**config.mk**
```make
export PLATFORM = sky130hd
export DESIGN_NAME = one_hot_iterator
export DESIGN_NICKNAME = d
export VERILOG_FILES = /design/src/rtl/one_hot_iterator.sv
export SDC_FILE = /design/constraint.sdc
export NUM_CORES = 1
export LEC_CHECK = 0
export BUFFER_PORTS_ARGS = -buffer_cell sky130_fd_sc_hd__buf_2
export CAP_MARGIN = 20
export CORE_MARGIN = 5
export CORE_UTILIZATION = 60
export CTS_BUF_LIST = sky130_fd_sc_hd__clkbuf_4 sky130_fd_sc_hd__clkbuf_8
export DETAILED_ROUTE_END_ITERATION = 6
export PLACE_DENSITY = 0.87
export SYNTH_ARGS = -nofsm -noshare
export SYNTH_HDL_FRONTEND = slang
export SYNTH_SLANG_ARGS = --single-unit
```
**constraint.sdc**
```tcl
create_clock -name clk -period 5.4 [get_ports clk]
set_clock_uncertainty 0.1 [all_clocks]
set_input_delay 0.54 -clock clk [delete_from_list [all_inputs] [get_ports clk]]
set_output_delay 0.54 -clock clk [all_outputs]
set_load 0.05 [all_outputs]
```
**src/rtl/one_hot_iterator.sv**
```systemverilog
// Serialises a captured request vector into one-hot beats, one per handshake.
// Optional ONE_HOT_ITERATOR_SEQ_EN adds per-beat ordinal and burst popcount outputs.
module one_hot_iterator #(
  parameter int WIDTH      = 32,
  parameter int MSB_FIRST  = 0,
  parameter int EMIT_EMPTY = 0,
  parameter int IDX_W      = $clog2(WIDTH)
) (
  input  logic             clk,
  input  logic             rst,
  input  logic [WIDTH-1:0] in_vec,
  input  logic             in_valid,
  output logic             in_ready,
  output logic [WIDTH-1:0] out_onehot,
  output logic [IDX_W-1:0] out_index,
  output logic             out_last,
  output logic             out_empty,
  output logic             out_valid,
  input  logic             out_ready,
  output logic             busy
`ifdef ONE_HOT_ITERATOR_SEQ_EN
  ,
  output logic [$clog2(WIDTH+1)-1:0] out_seq,
  output logic [$clog2(WIDTH+1)-1:0] out_total
`endif
);

  localparam logic [WIDTH-1:0] ONE = WIDTH'(1);

  typedef enum logic {IDLE, EMIT} state_t;

  state_t           state_q, state_d;
  logic [WIDTH-1:0] pend_q, pend_d;
  logic             rdy_en_q;
  logic [WIDTH-1:0] beat;
  logic             vld, single, last, fire, cap, rdy;

  function automatic logic [WIDTH-1:0] lowest(input logic [WIDTH-1:0] v);
    return v & (~v + ONE);
  endfunction

  function automatic logic [WIDTH-1:0] highest(input logic [WIDTH-1:0] v);
    logic [WIDTH-1:0] r;
    r = '0;
    for (int i = 0; i < WIDTH; i++) begin
      if (v[i]) begin
        r    = '0;
        r[i] = 1'b1;
      end
    end
    return r;
  endfunction

  function automatic logic [IDX_W-1:0] encode(input logic [WIDTH-1:0] oh);
    logic [IDX_W-1:0] r;
    r = '0;
    for (int i = 0; i < WIDTH; i++) begin
      if (oh[i]) r = r | IDX_W'(i);
    end
    return r;
  endfunction

  always_comb begin
    beat   = (MSB_FIRST != 0) ? highest(pend_q) : lowest(pend_q);
    vld    = (state_q == EMIT);
    single = (pend_q != '0) && ((pend_q & (pend_q - ONE)) == '0);
    // An EMIT state with nothing pending can only be the empty-vector beat.
    last   = vld & (single | (pend_q == '0));
    fire   = vld & out_ready;
    rdy    = rdy_en_q & ((state_q == IDLE) | (fire & last));
    cap    = in_valid & rdy;
  end

  always_comb begin
    pend_d  = pend_q;
    state_d = state_q;
    if (fire) begin
      pend_d = pend_q & ~beat;
      if (last) state_d = IDLE;
    end
    if (cap) begin
      pend_d  = in_vec;
      state_d = ((in_vec != '0) || (EMIT_EMPTY != 0)) ? EMIT : IDLE;
    end
  end

  // rdy_en_q keeps in_ready low until the first edge after reset release.
  always_ff @(posedge clk or posedge rst) begin
    if (rst) begin
      state_q  <= IDLE;
      pend_q   <= '0;
      rdy_en_q <= 1'b0;
    end else begin
      state_q  <= state_d;
      pend_q   <= pend_d;
      rdy_en_q <= 1'b1;
    end
  end

  assign in_ready   = rdy;
  assign out_valid  = vld;
  assign out_onehot = vld ? beat : '0;
  assign out_index  = vld ? encode(beat) : '0;
  assign out_last   = last;
  assign out_empty  = vld & (pend_q == '0);
  assign busy       = vld;

`ifdef ONE_HOT_ITERATOR_SEQ_EN
  localparam int SEQ_W = $clog2(WIDTH+1);

  logic [SEQ_W-1:0] seq_q, seq_d, total_q, total_d;

  function automatic logic [SEQ_W-1:0] popcount(input logic [WIDTH-1:0] v);
    logic [SEQ_W-1:0] s;
    s = '0;
    for (int i = 0; i < WIDTH; i++) s = s + SEQ_W'(v[i]);
    return s;
  endfunction

  always_comb begin
    seq_d   = seq_q;
    total_d = total_q;
    if (fire) seq_d = last ? '0 : seq_q + SEQ_W'(1);
    if (cap) begin
      seq_d   = '0;
      total_d = popcount(in_vec);
    end
  end

  always_ff @(posedge clk or posedge rst) begin
    if (rst) begin
      seq_q   <= '0;
      total_q <= '0;
    end else begin
      seq_q   <= seq_d;
      total_q <= total_d;
    end
  end

  assign out_seq   = vld ? seq_q : '0;
  assign out_total = vld ? total_q : '0;
`endif

endmodule

```
# Yosys cells after proc, flatten, opt, wreduce, memory -nomap -nowiden
# Index checks and enable logic that the tools add are counted.
word_totals:
  reg_bits: 34
  output_inout_bits: 42
  word_cells: 67
classes:
  addsub: 2
  mux: 40
  bitwise: 14
  n_reduce_logical: 8
op_table:
  columns: ["op", "n"]
  rows:
  - ["$and 32x32->32", 3]
  - ["$mux 32", 3]
  - ["$mux 5", 17]
  - ["$logic_not 32->1", 2]
  - ["$not 32->32", 2]
  - ["$reduce_bool 32->1", 2]
  - ["$add 32x1->32 const B", 1]
  - ["$mux 4", 8]
  - ["$sub 32x1->32 const B", 1]
  - ["$mux 3", 4]
  - ["$and 1x1->1", 6]
  - ["$mux 1", 6]
  - ["$mux 2", 2]
  - ["$reduce_bool 2->1", 2]
  - ["$or 1x1->1", 2]
  - ["$reduce_and 2->1", 1]
  - ["$logic_and 1x1->1", 1]
  - ["$not 1->1", 1]

# Logic depth before layout (Yosys ltp)
logic_depth:
  depth_word: 35
  ltp_mapped: 10
  ltp_nobuf: 7

# Worst setup path after synthesis
# OpenSTA, ideal clock, no wires.
synth_timing:
  kind: "flip-flop to output port"
  startpoint: "register pend_q[1]"
  endpoint: "output in_ready"
  arrival_ps: 3454
  slack_ps: 1306
  stages_incl_launch_ff: 10
  path_buffers: 2
  cell_sequence: "dfrtp_1 buf_2 nor4_4 nand4_4 buf_2 o31ai_1 o2111ai_1 nor4_1 nand4_1 a21boi_0"
synth_between:
  elab_chain_cells: 9
  word_cells_on_any_way: 11
  cone_classes: "1 x add/sub; 6 x bitwise; 4 x reduce/logical"
synth_rtl:
  columns: ["element", "line_no", "text"]
  rows:
  - ["start: declaration", "33", "logic [WIDTH-1:0] pend_q, pend_d;"]
  - ["start signal: assignment", "95", "pend_q <= pend_d;"]
  - ["$sub 32x1->32", "66", "single = (pend_q != '0) && ((pend_q & (pend_q - ONE)) == '0);"]
  - ["$and 32x32->32", "66", null]
  - ["$logic_not 32->1", "66", null]
  - ["$logic_and 1x1->1", "66", null]
  - ["$or 1x1->1 (*)", "68", "last = vld & (single | (pend_q == '0));"]
  - ["$and 1x1->1 (*)", "68", null]
  - ["$and 1x1->1 (*)", "70", "rdy = rdy_en_q & ((state_q == IDLE) | (fire & last));"]
  - ["$or 1x1->1 (*)", "70", null]
  - ["$and 1x1->1 (*)", "70", null]
  - ["end: declaration", "13", "output logic in_ready,"]
# Mark *: on every way between the ends. The rest lies on a longest branch, timed or not.

# Final worst setup path
layout_timing:
  startpoint: "register pend_q[0]"
  endpoint: "output in_ready"
# Same word-level chain as after synthesis.

==> results by stage <==
Outcome:
- The flow ran to the end, but the final reports show violations.
- The final reports fail on design-rule violations.

Place:
- The quantity of I/O buffers inserted on ports is 77.
- The setup slack after placement is 1.43 ns.
- The instance area after placement is 0.00344 mm2.
- After legalization and detailed placement, the total HPWL measured 7.70 mm.
- Routability-driven placement finished with a final weighted congestion of 1.01.

Global route:
- The first global-routing pass estimated 16.5 mm of wire.
- The pin count of the biggest net entering global routing is 35.
- The initial antenna violation count was 0.
- The overflow left after global routing is 0.
- Across every metal layer, demand over resource in global routing totals 32.4%.
- After global routing, the most crowded layer is met2.
- The met1 usage in global routing is 44.5%.
- Global routing consumed, on the met2 layer, 51.1% of the routing resources.
- The via count of the first global-routing pass is 3305.
- The global-route met3 utilization is 6.03%.

STA:
- At the pin with the least slew margin, the transition time is 0.781 ns.
- Setup violations remaining at the end of the flow were counted as 0.
- Setup repair after global routing left no endpoint under its margin.
- Adding up every negative setup slack in the final design gives 0 ns.
- The worst path in the final design needs a cycle of 4.43 ns, including I/O delays and setup.
- The final period utilization is 82.0%.
- The count of endpoints failing hold in the final timing report came to 0.
- Across all setup checks in the final design, the least slack found is 0.975 ns.
- The number of max-slew violations in the final report came to 0.
- The maximum achievable frequency is 0.226 GHz.
- The worst pin sits at a relative slew slack of 47.5%.

Synthesis:
- The sequential area share after synthesis is 27.8%.
- The leading register cell type out of synthesis is dfrtp_1.
- After synthesis, the share of flip-flops with an asynchronous set or reset is 100%.
- Synthesis inferred 34 register bits.
- Counting every instance in the synthesized netlist gives 389.
- The cell area after synthesis is 0.00306 mm2.
- The post-synthesis net count is 425.
- The average cell area after synthesis is 7.88 um2.
- The number of warning messages in the yosys log is 0.
- The netlist uses 59 different library cells.
- Counting flops with a built-in enable in the synthesized netlist gives 0.

Routing:
- The count of antenna-violating nets left after detailed routing is 0.
- For this block, the initial DRC count from the detailed router was 495.
- The routed design has 10.3 mm of wire.
- After detailed routing, the average wire length per cell comes to 19.8 um.
- The detailed-route vias per instance is 6.64.
- The DRC violations left is 8.
- The first detailed-routing pass ran for 7 iterations.
- The detailed-route via count is 3440.

Setup path:
- The cell at the slowest stage of the critical path is o41ai_1.
- The largest fanout of any net on the critical path is 15.
- The critical path in this run is classified as reg2out.
- The arrival time of data at the critical path endpoint is 3.79 ns.
- The critical path's largest stage delay is 0.67 ns.
- Across all register-to-register paths, the minimum setup slack is 1.44 ns.
- The total buffers and inverters traversed by the critical path is 1.
- The required arrival time at the worst endpoint is 4.76 ns.
- The gate family responsible for the most delay along the worst path is simple AND/OR/NAND/NOR gates.
- The most numerous cell type found on the critical path is nand4_1.
- Traced cell by cell, the critical path runs through nor4_4, nand4_4, o41ai_1, nand4_1, nor4_1, nand4_1, a21boi_0, buf_2.
- The worst setup path is captured at an output pin.
- The type of origin of the critical path is a flop.

Clock network:
- The clock passes through at most 2 buffers.
- The CTS root buffer is clkbuf_8.
- The total clock sinks is 34.
- The level count of the clock H-tree is 2.
- The post-CTS setup repair buffer count is 0.
- The clock latency on the worst-skew pair is 0.29 ns.
- The count of cells resized by post-cts repair is 0.
- Buffers inserted during clock tree synthesis total 5.
- After clock tree synthesis, the clock-pin slew on the worst setup and hold paths is 0.07 ns.
- The TritonCTS clock tree is done.
- The number of buffers inserted by hold repair at cts is 0.

Floorplan:
- The placeable core region is 0.00504 mm2.
- The height of the die is 81.5 um.
- The floorplan step defined a die boundary enclosing 0.00664 mm2.
- The die width is 81.5 um.
- The number of I/O pins is 78.
- The initial standard-cell utilization of the core is 60.8%.
- The floorplan has 26 rows.

Final layout:
- Of the cells placed in the final design, the portion with a size suffix greater than 1 is 25.9%.
- The number of antenna diodes in the final layout is 0.
- From synthesis to final layout, the design area changed by 15.1%.
- The number of nets in the layout is 484.
- The final design instance area without fill is 0.00353 mm2.

Job:
- Across the run, the number of max-cap violations was 0.

Worst hold path:
- The worst hold path belongs to the class in2async.
## registers in the layout (all words and copies together) (netlist names)
name	cells
pend_q	32
busy	1
rdy_en_q	1
## cell usage after synthesis (2+ instances only)
| cell | count | share of area (%) |
|---|---|---|
| inv_1 | 27 | 3.3 |
| and4_1 | 3 | 0.86 |
| or4_1 | 2 | 0.49 |
| nand4_1 | 12 | 2.4 |
| nor4b_4 | 2 | 1.6 |
| nor4_1 | 22 | 4.5 |
| o31ai_1 | 3 | 0.73 |
| clkbuf_1 | 21 | 2.6 |
| o2111ai_1 | 2 | 0.57 |
| nand2_1 | 38 | 4.7 |
| buf_2 | 4 | 0.65 |
| and3_1 | 11 | 2.2 |
| mux2_2 | 2 | 0.73 |
| mux2_4 | 15 | 7.4 |
| or3_1 | 3 | 0.61 |
| o32ai_1 | 2 | 0.57 |
| nand3_1 | 11 | 1.8 |
| buf_6 | 3 | 1.1 |
| o41ai_1 | 6 | 1.7 |
| nand3b_1 | 2 | 0.49 |
| a221oi_1 | 2 | 0.57 |
| dfrtp_1 | 34 | 28 |
| a21boi_0 | 6 | 1.5 |
| a2111oi_0 | 2 | 0.57 |
| o21ai_0 | 16 | 2.6 |
| nor3_1 | 20 | 3.3 |
| buf_4 | 2 | 0.49 |
| nor3b_1 | 2 | 0.49 |
| o22ai_1 | 2 | 0.41 |
| a41oi_1 | 2 | 0.57 |
| nor2_1 | 46 | 5.6 |
| nor4b_1 | 2 | 0.57 |
| a31oi_1 | 6 | 1.2 |
| o31a_1 | 3 | 0.86 |
| mux2i_1 | 14 | 4.6 |
| a21oi_1 | 16 | 2.6 |
## logic make-up after synthesis
family          share of synthesized area, %
other cells                            0.122
mux                                     12.7
compound gates                          17.8
flops                                   27.8
buf+inv                                 8.25
simple gates                            33.4
## cell usage in the layout (no fill, tap or decap), types with 14 or more instances in the layout
master / instances
nor3_1: 20
mux2_4: 15
nand2_1: 38
buf_2: 77
nor2_1: 46
a21oi_1: 16
nor4_1: 22
o21ai_0: 16
inv_1: 27
mux2i_1: 14
dfrtp_1: 34
## area by class of cell
class / count / area [um2]
clock buffer: 7 / 83.8
fill: 440 / 1520
inverter: 28 / 105
multi-input combinational: 297 / 1980
sequential: 34 / 851
tap: 70 / 87.6
timing repair buffer: 82 / 423
## final timing paths
| path | from | endpoint | cells after the start |
|---|---|---|---|
| worst max-delay path | pend_q[0] | in_ready | 8 |
| worst min-delay path | rst | pend_q[24] | 3 |
| worst max register to register | pend_q[0] | pend_q[17] | 8 |
| worst min register to register | rdy_en_q | busy | 2 |
| max in group asynchronous | rst | pend_q[16] | 3 |
| min in group clk | in_vec[29] | pend_q[29] | 3 |
## tightest hold or removal path: cells and delay by family
kind	cells	cell delay [ns]
buf+inv	3	0.53
## per-stage QoR
stage / util (%) / hold slack (ns) / instances
floorplan: - / 0.427 / 389
global placement: 68.3 / 0.462 / 511
detailed placement: 68.3 / 0.470 / 511
CTS: 69.9 / 0.264 / 518
global route: 69.9 / 0.312 / 518
finish: 69.9 / 0.244 / 518
## layer usage
metal | up-vias | share of wire [%]
li1 | 1568 | -
met1 | 1600 | 41
met2 | 247 | 45
met3 | 25 | 11
met4 | 0 | 2.3
met5 | - | 0
Power is not shown: default switching activity piles up to over one toggle a cycle in this logic, so the estimate is an artifact.
